$ cat src/rtl/aes_pkg.sv
// Shared types, round-constant table and GF(2^8) helpers for the AES-128 key schedule.
package aes_pkg;

    typedef logic [31:0] word_t;

    typedef enum logic {
        IDLE,
        EXPAND
    } state_t;

    // Rcon[i] for i = 1..10, stored at index i-1
    localparam logic [7:0] RCON [10] = '{
        8'h01, 8'h02, 8'h04, 8'h08, 8'h10,
        8'h20, 8'h40, 8'h80, 8'h1b, 8'h36
    };

    function automatic logic [7:0] rcon_for(input logic [3:0] idx);
        logic [7:0] value;
        value = 8'h00;
        for (int k = 0; k < 10; k++) begin
            if (idx == 4'(k + 1)) begin
                value = RCON[k];
            end
        end
        return value;
    endfunction

    // Multiply in GF(2^8) modulo x^8 + x^4 + x^3 + x + 1
    function automatic logic [7:0] gf_mul(input logic [7:0] a, input logic [7:0] b);
        logic [7:0] product;
        logic [7:0] shifted;
        product = 8'h00;
        shifted = a;
        for (int i = 0; i < 8; i++) begin
            if (b[i]) begin
                product = product ^ shifted;
            end
            shifted = {shifted[6:0], 1'b0} ^ (shifted[7] ? 8'h1b : 8'h00);
        end
        return product;
    endfunction

endpackage

$ cat src/rtl/aes_sbox.sv
// Combinational AES forward S-box: multiplicative inverse in GF(2^8) followed by the affine map.
module aes_sbox
    import aes_pkg::*;
(
    input  logic [7:0] value,
    output logic [7:0] result
);

    logic [7:0] power;
    logic [7:0] inverse;

    // x^254 = x^2 * x^4 * ... * x^128, which is the inverse for x != 0 and 0 for x == 0
    always_comb begin
        power   = gf_mul(value, value);
        inverse = power;
        for (int i = 0; i < 6; i++) begin
            power   = gf_mul(power, power);
            inverse = gf_mul(inverse, power);
        end
        result = inverse
               ^ {inverse[6:0], inverse[7]}
               ^ {inverse[5:0], inverse[7:6]}
               ^ {inverse[4:0], inverse[7:5]}
               ^ {inverse[3:0], inverse[7:4]}
               ^ 8'h63;
    end

endmodule

$ cat src/rtl/aes_key_expand.sv
// AES-128 key expansion streaming rk0..rk10 over a valid/ready handshake.
// Optional AES_KEY_ABORT_EN adds an abort input that drops an expansion in progress.
module aes_key_expand
    import aes_pkg::*;
#(
    parameter int NUM_ROUNDS = 10
) (
    input  logic         clk,
    input  logic         rst,
    input  logic         key_valid,
    output logic         key_ready,
    input  logic [127:0] key,
    output logic         rk_valid,
    input  logic         rk_ready,
    output logic [127:0] rk,
    output logic [3:0]   rk_idx,
    output logic         rk_last,
    output logic         busy
`ifdef AES_KEY_ABORT_EN
    ,
    input  logic         abort
`endif
);

    localparam logic [3:0] LAST_IDX = 4'(NUM_ROUNDS);

    state_t state;
    word_t  rot_word;
    word_t  sub_word;
    word_t  temp_word;
    word_t  w0_next;
    word_t  w1_next;
    word_t  w2_next;
    word_t  w3_next;

    assign rot_word = {rk[23:0], rk[31:24]};

    for (genvar b = 0; b < 4; b++) begin : g_sub_word
        aes_sbox u_sbox (
            .value  (rot_word[8*b +: 8]),
            .result (sub_word[8*b +: 8])
        );
    end

    // Rcon index is the round being produced, one ahead of the key currently shown
    assign temp_word = sub_word ^ {rcon_for(rk_idx + 4'd1), 24'h000000};
    assign w0_next   = rk[127:96] ^ temp_word;
    assign w1_next   = rk[95:64]  ^ w0_next;
    assign w2_next   = rk[63:32]  ^ w1_next;
    assign w3_next   = rk[31:0]   ^ w2_next;

    assign busy    = (state != IDLE);
    assign rk_last = rk_valid && (rk_idx == LAST_IDX);

    // key_ready is registered so it stays low through reset and rises on the first edge after it
    always_ff @(posedge clk or negedge rst) begin
        if (!rst) begin
            state     <= IDLE;
            key_ready <= 1'b0;
            rk_valid  <= 1'b0;
            rk        <= '0;
            rk_idx    <= '0;
        end else begin
            case (state)
                IDLE: begin
                    key_ready <= 1'b1;
                    if (key_valid && key_ready) begin
                        rk        <= key;
                        rk_idx    <= 4'd0;
                        rk_valid  <= 1'b1;
                        key_ready <= 1'b0;
                        state     <= EXPAND;
                    end
                end
                EXPAND: begin
`ifdef AES_KEY_ABORT_EN
                    if (abort) begin
                        rk_valid  <= 1'b0;
                        key_ready <= 1'b1;
                        state     <= IDLE;
                    end else
`endif
                    if (rk_valid && rk_ready) begin
                        if (rk_idx == LAST_IDX) begin
                            rk_valid  <= 1'b0;
                            key_ready <= 1'b1;
                            state     <= IDLE;
                        end else begin
                            rk     <= {w0_next, w1_next, w2_next, w3_next};
                            rk_idx <= rk_idx + 4'd1;
                        end
                    end
                end
                default: begin
                    state <= IDLE;
                end
            endcase
        end
    end

endmodule
$ cat config.mk
export PLATFORM = sky130hd
export DESIGN_NAME = aes_key_expand
export DESIGN_NICKNAME = d
export VERILOG_FILES = /design/src/rtl/aes_pkg.sv /design/src/rtl/aes_sbox.sv /design/src/rtl/aes_key_expand.sv
export SDC_FILE = /design/constraint.sdc
export NUM_CORES = 2
export LEC_CHECK = 0
export BUFFER_PORTS_ARGS = -buffer_cell sky130_fd_sc_hd__buf_2
export CAP_MARGIN = 25
export CORE_UTILIZATION = 45
export DETAILED_ROUTE_END_ITERATION = 10
export SYNTH_ARGS = -nofsm -noshare
export SYNTH_HDL_FRONTEND = slang
export SYNTH_SLANG_ARGS = --single-unit
$ cat constraint.sdc
create_clock -name clk -period 27.4 [get_ports clk]
set_input_delay 5.48 -clock clk [delete_from_list [all_inputs] [get_ports clk]]
set_output_delay 5.48 -clock clk [all_outputs]
set_load 0.05 [all_outputs]
==> results_dict.tcl <==
set metrics [dict create \
    clock-root-buffer "clkbuf_16" \
    die_height_um 383 \
    cts-htree-levels 4 \
    dominant_combinational_cell_family_by_area_after_synthesis "XOR/XNOR gates" \
    first_global_vias 57100 \
    finalClockSkew_ns 0.0210 \
    synthesis.instances 8491 \
    drt-vias-per-instance 5.91 \
    post_synth_num_cell_types 120 \
    yosys.area_share.simple_pct 19.6 \
    synth_ff_type "dfrtp_1" \
    critical_path.slowest_cell "dfrtp_1" \
    crit_path_max_incr_delay_ns 0.81 \
    asyncSetResetFlopFracSynth_pct 100 \
    drt-wirelength-per-cell_um 20.6 \
    synth-xor-area-share_pct 47.7 \
    placementRows 139 \
    setup-violations-final 0 \
    boundaryPins 268 \
    detail_route.first_pass.iterations 11 \
    drt.antenna.violating_nets 0 \
    yosys_register_bits 135 \
    synthMostInstantiatedCell "xnor2_1" \
    floorplan.die_area_um2 147000 \
    finish.utilization_pct 48.5 \
    wire_length_of_the_first_global_routing_pass_um 336000 \
    crit_path_start_kind "flop" \
    routed_wirelength_um 214000 \
    area_of_the_core_region_um2 144000 \
    synth_compound_gate_area_share_pct 17.0 \
    first_iter_violations 5495 \
    timing.critical_path.to_type "flop" \
    place_hpwl_um 158000 \
    synth_edf_count 0 \
    yosys-top-cells-count "xnor2_1 (1511), nor2_1 (1168), nand2_1 (838), a21oi_1 (464), o21ai_0 (437)" \
    start_util_pct 45.5 \
    hp_class "reg2reg" \
    synth_fa_ha_area_share_pct 0.535 \
    post_synth_main_area_contributors "xnor2_1 (20%), xnor3_1 (14%), nor2_1 (6.7%)" \
    detail_route.drc_violations 14 \
    clock_tree.buffer_depth 2 \
    gr-total-overflow 0 \
    timing.critical_path.fanout_max 30 \
    grt_util_all_layers_pct 28.2 \
    yosysWarnings 0 \
    fp.dieW_um 383 \
    cts_buffers 17 \
    holdBufCountCts 0 \
    run_status "finished, violations left" \
    drive_above_1_share_pct 11.3 \
    antenna_found_initial 11 \
    clock_sink_count 135 \
    post_synth.cell_area_avg_um2 7.71 \
    worst_slew_margin_rel_pct 28.1 \
    clk_transition_reported_paths_ns 0.08 \
    timing.final.crit_share_pct 72.1 \
    synth.net_count 8647 \
    worst_ep_arrival_time_ns 20.15 \
    violations "DRC" \
    grt_setup_unrepaired "no" \
    fmax_mhz 50.6 \
    synth-seq-area-share_pct 5.16 \
    synth_mux_area_share_pct 5.34 \
    timing.setup.tns_ns 0 \
    fillerInstances 14200 \
    syn_to_final_growth_pct 6.79 \
    cts_tree "yes" \
    io_buffer_count 267 \
    criticalPathCategory "reg2reg" \
    drv_slew 0 \
    pin_count_of_the_biggest_net_entering_global_routing 77 \
    worst-path-buf-inv 6 \
    hold_violations 0 \
    pre_cts_ws_ns 7.99 \
    crit_required_ns 27.80 \
    timing.critical_path.max_delay_family "XOR/XNOR gates" \
    post-cts-setup-buffer-count 0 \
    timing.final.ws_setup_ns 7.65 \
    gp_congestion 0.932 \
    nets 8611 \
    timing_worst_slew_pin_value_ns 1.07 \
    detailroute.via_count 61400 \
    clkLatencyLatePin_ns 0.50 \
    yosysTopAreaCell "xnor2_1" \
    synth_largest_type_area_fraction_pct 20.2 \
    synthesis.area_um2 65500 \
    period_minus_slack_ns 19.75 \
    cap_viol_max_count 0 \
    number_of_gates_resized_after_cts 0 \
]
per-layer routing:
metal  vias up  wire, µm  track usage, %
li1      29300         -               -
met1     29500     96100            39.9
met2      2256     97300            44.7
met3       295     14900            3.57
met4         8      5750            7.79
met5         -        52               0
area by class of cell:
type	count	area, µm²	area share (%)
Sequential cell	135	3380	4.84
Timing Repair Buffer	547	3480	4.98
Inverter	111	417	0.596
Clock inverter	15	176	0.252
Multi-Input combinational cell	7643	59600	85.3
Antenna cell	5	12.5	0.0179
Tap cell	1903	2380	3.41
Clock buffer	17	425	0.608
layout by cell type (no fill, tap or decap), types with 25 or more instances in the layout:
cell / netlist / final
xnor3_1: 414 / 414
dfrtp_1: 135 / 134
o211ai_1: 71 / 71
buf_4: 30 / 278
xnor2_2: 71 / 127
a211oi_1: 70 / 70
o21ai_0: 437 / 437
or2_2: 25 / 25
xor2_1: 428 / 421
xor3_1: 59 / 59
mux2_2: 30 / 30
inv_1: 88 / 87
o31ai_1: 25 / 25
a22oi_1: 47 / 47
o22ai_1: 171 / 171
xor2_2: 46 / 53
xnor3_2: 28 / 28
nand4_1: 27 / 27
o21ai_1: 43 / 43
nand3_1: 206 / 205
nor3_1: 245 / 245
nor2_1: 1168 / 1166
a31oi_1: 75 / 75
nand2_1: 838 / 837
mux2i_1: 297 / 297
nor2b_1: 56 / 56
a221oi_1: 28 / 28
or3_1: 56 / 56
a21oi_1: 464 / 464
o21a_1: 41 / 41
and3_1: 50 / 50
buf_2: 132 / 266
nand2b_1: 69 / 69
and2_1: 57 / 57
xnor2_1: 1511 / 1454
cell families (layout without fill, tap and decap cells):
group	count (synthesis)	in the layout
muxes	338	338
and+or+nand+nor	2915	2915
AOI/OAI and AO/OA	1768	1768
xor gates and xnor gates	2593	2593
other	0	5
adders and majority gates	29	29
buffers and inverters	713	690
DFF	135	135
path summary, 6_finish.rpt:
path	startpoint	endpoint	slack [ns]	cells past startpoint
max	rk[23]$_DFFE_PN0P_	rk[59]$_DFFE_PN0P_	7.65	57
max in group asynchronous	rst	rk[13]$_DFFE_PN0P_	20.94	2
min reg2reg	rk[0]$_DFFE_PN0P_	rk[0]$_DFFE_PN0P_	0.52	1
min	rk[0]$_DFFE_PN0P_	rk[0]$_DFFE_PN0P_	0.52	1
min in group asynchronous	rst	rk[87]$_DFFE_PN0P_	5.03	1
max reg2reg	rk[23]$_DFFE_PN0P_	rk[59]$_DFFE_PN0P_	7.65	57
registers in the layout, indices dropped and copies added, names as in the netlist:
register,count
rk,128
rk_valid,1
key_ready,1
rk_idx,4
busy,1
worst register-to-register path: cells and delay by family, from the launching register on:
family	cells	cell delay, ns
fa+ha+maj	5	2.25
buf+inv	6	1.67
compound gates	8	1.84
xor+xnor	22	8.75
flops	1	0.81
simple gates	14	3.67
mux	2	0.69
stage by stage:
step | area (µm²) | hold slack (ns) | instances
floorplan | 65500 | 0.768 | 8491
global placement | 69100 | 0.491 | 10300
detailed placement | 69200 | 0.500 | 10300
CTS | 69800 | 0.509 | 10400
global route | 69900 | 0.536 | 10400
finish | 69900 | 0.515 | 10400
Power is left out: the tool's default activity adds up to more than one toggle a clock period on the data nets, which glitch-free logic cannot reach.
